==> src/rtl/seg7_scan_driver_if.sv <==
// Display-side bundle between a data source and seg7_scan_driver: word to
// show, capture strobe, blanking mode, and the active-low segment/digit drives.
interface seg7_scan_driver_if;
   logic        cs;
   logic [31:0] i_data;
   logic        blank_lead;
   logic [7:0]  o_seg;
   logic [7:0]  o_sel;

   modport master (
      output cs,
      output i_data,
      output blank_lead,
      input  o_seg,
      input  o_sel
   );

   modport slave (
      input  cs,
      input  i_data,
      input  blank_lead,
      output o_seg,
      output o_sel
   );
endinterface

==> src/rtl/seg7_scan_driver.sv <==
// Time-multiplexes a latched 32-bit word as 8 hex digits on a common-anode
// display, with per-slot dead time and optional leading-zero blanking.
module seg7_scan_driver #(
   parameter int SCAN_DIV = 50000,
   parameter int DEAD     = 1
) (
   input  logic                 clk,
   input  logic                 reset,
   seg7_scan_driver_if.slave    bus
);

   localparam int CW = $clog2(SCAN_DIV);
   localparam logic [CW-1:0] LAST_CNT = CW'(SCAN_DIV - 1);
   localparam logic [CW-1:0] DEAD_CNT = CW'(DEAD);

   logic [31:0]   latch_q, latch_d;
   logic [CW-1:0] cnt_q, cnt_d;
   logic [2:0]    idx_q, idx_d;
   logic [7:0]    seg_q, seg_d;
   logic [7:0]    sel_q, sel_d;

   logic       tick;
   logic       blanked;
   logic       zero_acc;
   logic [7:0] upper_zero;

   function automatic logic [7:0] hex_to_seg(input logic [3:0] nib);
      logic [7:0] seg;
      case (nib)
         4'h0: seg = 8'hC0;
         4'h1: seg = 8'hF9;
         4'h2: seg = 8'hA4;
         4'h3: seg = 8'hB0;
         4'h4: seg = 8'h99;
         4'h5: seg = 8'h92;
         4'h6: seg = 8'h82;
         4'h7: seg = 8'hF8;
         4'h8: seg = 8'h80;
         4'h9: seg = 8'h90;
         4'hA: seg = 8'h88;
         4'hB: seg = 8'h83;
         4'hC: seg = 8'hC6;
         4'hD: seg = 8'hA1;
         4'hE: seg = 8'h86;
         default: seg = 8'h8E;
      endcase
      return seg;
   endfunction

   always_comb begin
      latch_d = bus.cs ? bus.i_data : latch_q;

      tick  = (cnt_q == LAST_CNT);
      cnt_d = tick ? '0 : cnt_q + CW'(1);
      idx_d = tick ? idx_q + 3'd1 : idx_q;

      // upper_zero[k] is set when nibble k and every nibble above it are zero
      zero_acc   = 1'b1;
      upper_zero = '0;
      for (int k = 7; k >= 0; k--) begin
         zero_acc      = zero_acc && (latch_q[4*k +: 4] == 4'h0);
         upper_zero[k] = zero_acc;
      end

      blanked = bus.blank_lead && (idx_q != 3'd0) && upper_zero[idx_q];

      sel_d = 8'hFF;
      seg_d = 8'hFF;
      if (!(cnt_q < DEAD_CNT) && !blanked) begin
         sel_d = ~(8'b1 << idx_q);
         seg_d = hex_to_seg(latch_q[4*idx_q +: 4]);
      end
   end

   always_ff @(posedge clk) begin
      if (reset) begin
         latch_q <= '0;
         cnt_q   <= '0;
         idx_q   <= '0;
         seg_q   <= 8'hFF;
         sel_q   <= 8'hFF;
      end else begin
         latch_q <= latch_d;
         cnt_q   <= cnt_d;
         idx_q   <= idx_d;
         seg_q   <= seg_d;
         sel_q   <= sel_d;
      end
   end

   assign bus.o_seg = seg_q;
   assign bus.o_sel = sel_q;

endmodule
==> src/flat_wrapper.sv <==
// flat-port wrapper written by rule: the top's interface ports become plain ports
module seg7_scan_driver_flat 
#(
   parameter int SCAN_DIV = 50000,
   parameter int DEAD     = 1
)
  (clk, reset, bus_cs, bus_i_data, bus_blank_lead, bus_o_seg, bus_o_sel);
  seg7_scan_driver_if bus_i ();
  input  logic clk;
  input  logic reset;
  input wire logic [$bits(bus_i.cs)-1:0] bus_cs;
  input wire logic [$bits(bus_i.i_data)-1:0] bus_i_data;
  input wire logic [$bits(bus_i.blank_lead)-1:0] bus_blank_lead;
  output wire logic [$bits(bus_i.o_seg)-1:0] bus_o_seg;
  output wire logic [$bits(bus_i.o_sel)-1:0] bus_o_sel;
  assign bus_i.cs = bus_cs;
  assign bus_i.i_data = bus_i_data;
  assign bus_i.blank_lead = bus_blank_lead;
  assign bus_o_seg = bus_i.o_seg;
  assign bus_o_sel = bus_i.o_sel;
  seg7_scan_driver #(.SCAN_DIV(SCAN_DIV), .DEAD(DEAD)) u_core (.clk(clk), .reset(reset), .bus(bus_i));
endmodule
==> config.mk <==
export PLATFORM = sky130hd
export DESIGN_NAME = seg7_scan_driver_flat
export DESIGN_NICKNAME = d
export VERILOG_FILES = /design/src/rtl/seg7_scan_driver_if.sv /design/src/rtl/seg7_scan_driver.sv /design/src/flat_wrapper.sv
export SDC_FILE = /design/constraint.sdc
export NUM_CORES = 1
export LEC_CHECK = 0
export CORE_ASPECT_RATIO = 0.5
export CORE_MARGIN = 4
export CORE_UTILIZATION = 50
export CTS_CLUSTER_DIAMETER = 120
export CTS_CLUSTER_SIZE = 28
export DETAILED_ROUTE_END_ITERATION = 10
export MAX_ROUTING_LAYER = met4
export PLACE_DENSITY = 0.75
export SYNTH_ARGS = -nofsm -noshare
export SYNTH_HDL_FRONTEND = slang
export SYNTH_SLANG_ARGS = --single-unit
==> constraint.sdc <==
create_clock -name clk -period 2.6 [get_ports clk]
set_input_delay 0.39 -clock clk [delete_from_list [all_inputs] [get_ports clk]]
set_output_delay 0.39 -clock clk [all_outputs]
set_load 0.05 [all_outputs]
==> insert_results.sql <==
INSERT INTO impl_metrics (metric_group, metric, value, unit) VALUES
('min_path', 'hold-path-endpoint', 'u_core.cnt_q[0]', ''),
('min_path', 'hold_start', 'u_core.cnt_q[0]', ''),
('synth', 'number_of_synthesized_flops_with_an_enable_pin', '0', ''),
('floorplanning', 'floorplan.rows', '19', ''),
('synth', 'synth_sequential_area_ratio', '0.426', ''),
('placed_design', 'place_hpwl', '4800', 'um'),
('routing', 'drt_drc_violations_left', '0', ''),
('synth', 'dominantRegCellSynth', 'sky130_fd_sc_hd__dfxtp_1', ''),
('placed_design', 'gpl.final_weighted_congestion', '0.854', ''),
('worst_setup_path', 'crit_slowest_cell', 'sky130_fd_sc_hd__dfxtp_2', ''),
('worst_setup_path', 'cp_top_family', 'multiplexers', ''),
('worst_setup_path', 'crit_top_cell', 'sky130_fd_sc_hd__nand2_1', ''),
('power_and_ir_drop', 'p_leak', '1.55', 'nW'),
('synth', 'syn-instance-count', '308', ''),
('worst_setup_path', 'timing.critical_path.slowest_cell_delay', '0.54', 'ns'),
('grt', 'grt_pass1_vias', '2350', ''),
('worst_setup_path', 'setup.worst_path.class', 'flip-flop to flip-flop', ''),
('finish', 'area.growth.synth_to_final', '26.2', '%'),
('power_and_ir_drop', 'powerDensity', '667', 'mW/mm2'),
('routing', 'routed-via-count', '2354', ''),
('floorplanning', 'die_area', '0.00760', 'mm2'),
('worst_setup_path', 'r2r_slack', '0.38', 'ns'),
('timing', 'worst-slew-pin-transition', '0.900', 'ns'),
('worst_setup_path', 'critical_path_peak_fanout', '15', ''),
('clock_tree', 'hold_buffers', '0', ''),
('finish', 'layout.area.seq', '0.00132', 'mm2'),
('clock_tree', 'insertion_delay', '0.33', 'ns'),
('floorplanning', 'placeable_core_area', '0.00573', 'mm2'),
('finish', 'multi_input_comb_area', '0.00162', 'mm2'),
('finish', 'final_nets', '403', ''),
('floorplanning', 'dieHeight', '63.7', 'um'),
('clock_tree', 'clock_tree_from_tritoncts', 'yes', ''),
('worst_setup_path', 'timing.critical_path.cells', 'mux4_2 > nand2_1 > nand2_1 > ha_1 > mux2_1 > nor2_1 > o21ai_1', ''),
('routing', 'routedLengthMet1', '3120', 'um'),
('routing', 'wl_per_cell', '14.8', 'um'),
('timing', 'unrepaired_setup_endpoints_after_global_routing', 'false', ''),
('synth', 'synth_async_sr_flop_share', '0', ''),
('grt', 'grt_max_degree', '38', ''),
('worst_setup_path', 'cp.required', '2.78', 'ns'),
('clock_tree', 'cts_buffer_depth', '2', ''),
('floorplanning', 'die_x', '119', 'um'),
('timing', 'hold_viol_final', '0', ''),
('synth', 'synth_area', '0.00310', 'mm2'),
('finish', 'drive_gt1_frac', '0.101', ''),
('clock_tree', 'clkSinkCount', '66', ''),
('power_and_ir_drop', 'vdd.ir_drop.worst', '421', 'uV'),
('floorplanning', 'io_pins', '52', ''),
('placed_design', 'detailedPlace.worstSlack', '0.167', 'ns'),
('timing', 'slew_viol_final', '0', ''),
('timing', 'layout_worst_path_cycle_share', '0.853', ''),
('routing', 'detail_route.first_pass.iterations', '4', ''),
('clock_tree', 'htree_levels', '3', ''),
('floorplanning', 'floorplan.initialDensity', '0.541', ''),
('worst_setup_path', 'endpoint_kind', 'flip-flop', ''),
('routing', 'drt-vias-per-instance', '5.33', ''),
('synth', 'yosysWarnings', '0', ''),
('run_status', 'status', 'finished, final reports clean', ''),
('job', 'max_cap_violations', '0', ''),
('routing', 'routed-wl-met2', '3020', 'um'),
('routing', 'routed_wirelength', '6540', 'um'),
('timing', 'final.setup_skew', '0.00617', 'ns'),
('routing', 'met3_wirelength', '324', 'um'),
('placed_design', 'io_buffers', '50', ''),
('min_path', 'min-delay-path-class', 'flip-flop to flip-flop', ''),
('min_path', 'worstHoldPathCells', '1', ''),
('clock_tree', 'ctsRootBufferMaster', 'sky130_fd_sc_hd__clkbuf_16', ''),
('synth', 'synthesis.nets', '358', ''),
('timing', 'final_critical_path_setup_slack', '0.382', 'ns'),
('clock_tree', 'clkSlewWorstSetupHoldPaths', '0.05', 'ns'),
('worst_setup_path', 'timing.rr.end', 'u_core.bus.o_seg[3]', ''),
('clock_tree', 'cts-buffers-inserted', '9', '');
worst max path at each step:
stage,from,endpoint,slack (ns),cells past startpoint
final,u_core.idx_q[0],u_core.bus.o_seg[3],0.38,7
after global routing,u_core.idx_q[0],u_core.bus.o_seg[3],0.18,7
after CTS,u_core.idx_q[0],u_core.bus.o_seg[3],0.16,7
after detailed placement,u_core.idx_q[0],u_core.bus.o_seg[3],0.17,7
after global placement,u_core.idx_q[0],u_core.bus.o_seg[0],0.25,5
after floorplan,u_core.idx_q[0],u_core.bus.o_seg[3],0.39,8
metrics by stage:
step / util / std cells / hold slack [ns] / area, um2 / power, mW
6_report: 0.683 / 442 / 0.474 / 3920 / 2.61
5_1_grt: 0.683 / 442 / 0.496 / 3920 / 2.72
4_1_cts: 0.683 / 442 / 0.479 / 3910 / 2.64
3_5_place_dp: 0.630 / 426 / 0.473 / 3610 / 1.42
3_3_place_gp: 0.630 / 426 / 0.456 / 3610 / 1.41
2_1_floorplan: - / 308 / 0.438 / 3100 / 1.31
sequential cells by signal, indices dropped and copies added (netlist names):
name,flops
u_core.latch_q,32
u_core.cnt_q,16
u_core.bus.o_sel,8
u_core.bus.o_seg,7
u_core.idx_q,3
cells in the final DEF (no fill, tap or decap), types with 2 or more instances in the layout:
cell type                          n
sky130_fd_sc_hd__inv_1            11
sky130_fd_sc_hd__nand3_1          13
sky130_fd_sc_hd__buf_4             3
sky130_fd_sc_hd__clkinvlp_4        2
sky130_fd_sc_hd__xnor2_1          10
sky130_fd_sc_hd__nand4_1           3
sky130_fd_sc_hd__and3_1            2
sky130_fd_sc_hd__dfxtp_1          65
sky130_fd_sc_hd__clkbuf_8          2
sky130_fd_sc_hd__nor2_2            2
sky130_fd_sc_hd__or2_1             2
sky130_fd_sc_hd__nor4_1            9
sky130_fd_sc_hd__clkbuf_16         9
sky130_fd_sc_hd__nand2b_1          2
sky130_fd_sc_hd__mux2i_4           3
sky130_fd_sc_hd__mux4_1            2
sky130_fd_sc_hd__nand2_1          13
sky130_fd_sc_hd__mux2i_1          34
sky130_fd_sc_hd__nor3_1            3
sky130_fd_sc_hd__o221ai_1          2
sky130_fd_sc_hd__nor2b_1           2
sky130_fd_sc_hd__o21ai_1           6
sky130_fd_sc_hd__nor2_1           56
sky130_fd_sc_hd__a21oi_1           3
sky130_fd_sc_hd__mux4_2            6
sky130_fd_sc_hd__o211ai_1          2
sky130_fd_sc_hd__xor2_1            5
sky130_fd_sc_hd__clkdlybuf4s50_1  49
sky130_fd_sc_hd__ha_1             14
cells by family after synthesis:
| family | Yosys count | share of synthesized area |
|---|---|---|
| DFF | 66 | 0.426 |
| adders and majority gates | 14 | 0.0565 |
| buffers and inverters | 31 | 0.0524 |
| and+or+nand+nor | 113 | 0.171 |
| other | 1 | 0.00121 |
| muxes | 46 | 0.196 |
| xor gates and xnor gates | 15 | 0.0424 |
| AOI/OAI and AO/OA | 22 | 0.0553 |
routing by layer:
layer  track usage  vias to the layer above
met1         0.237                     1107
met5             -                        -
met4        0.0842                        0
met2         0.287                       72
li1              -                     1164
met3        0.0634                       11
layout make-up:
class | instances | area share
clock buffers | 12 | 0.0655
clock inverters | 4 | 0.0128
inverters | 12 | 0.0115
multi-input cells | 211 | 0.413
flip-flops and latches | 66 | 0.338
well taps | 84 | 0.0268
repair buffers | 53 | 0.132
what timing repair did:
action                                  CTS  global route
endpoints found under the setup margin    0             4
gates resized for setup                   0             1
setup buffers                             0             0
cells in the mapped netlist, types with 2 or more instances:
master | n | area, um2
sky130_fd_sc_hd__o221ai_1 | 2 | 17.5
sky130_fd_sc_hd__xor2_1 | 5 | 43.8
sky130_fd_sc_hd__buf_4 | 2 | 15.0
sky130_fd_sc_hd__o21ai_1 | 6 | 30.0
sky130_fd_sc_hd__a21oi_1 | 3 | 15.0
sky130_fd_sc_hd__buf_6 | 4 | 45.0
sky130_fd_sc_hd__o211ai_1 | 2 | 15.0
sky130_fd_sc_hd__nand2b_1 | 2 | 12.5
sky130_fd_sc_hd__inv_1 | 11 | 41.3
sky130_fd_sc_hd__ha_1 | 14 | 175
sky130_fd_sc_hd__mux4_2 | 6 | 135
sky130_fd_sc_hd__mux2i_1 | 34 | 340
sky130_fd_sc_hd__and3_1 | 2 | 12.5
sky130_fd_sc_hd__or2_1 | 2 | 12.5
sky130_fd_sc_hd__nand4_1 | 3 | 18.8
sky130_fd_sc_hd__nor3_1 | 3 | 15.0
sky130_fd_sc_hd__clkbuf_1 | 5 | 18.8
sky130_fd_sc_hd__nand2_1 | 13 | 48.8
sky130_fd_sc_hd__mux2i_4 | 3 | 67.6
sky130_fd_sc_hd__mux4_1 | 2 | 52.6
sky130_fd_sc_hd__nor2_1 | 56 | 210
sky130_fd_sc_hd__xnor2_1 | 10 | 87.6
sky130_fd_sc_hd__nor2b_1 | 2 | 12.5
sky130_fd_sc_hd__nand3_1 | 13 | 65.1
sky130_fd_sc_hd__nor2_2 | 2 | 12.5
sky130_fd_sc_hd__nor4_1 | 9 | 56.3
sky130_fd_sc_hd__buf_2 | 7 | 35.0
sky130_fd_sc_hd__dfxtp_1 | 66 | 1320
power by group:
| part | total, mW | internal, mW | switching [mW] | leakage (nW) |
|---|---|---|---|---|
| clock network | 1.21 | 0.792 | 0.418 | 0.145 |
| registers | 1.10 | 1.06 | 0.0372 | 0.542 |
| logic | 0.303 | 0.146 | 0.157 | 0.861 |
| total | 2.61 | 2.00 | 0.612 | 1.55 |
Power figures use the tool's default switching activity.
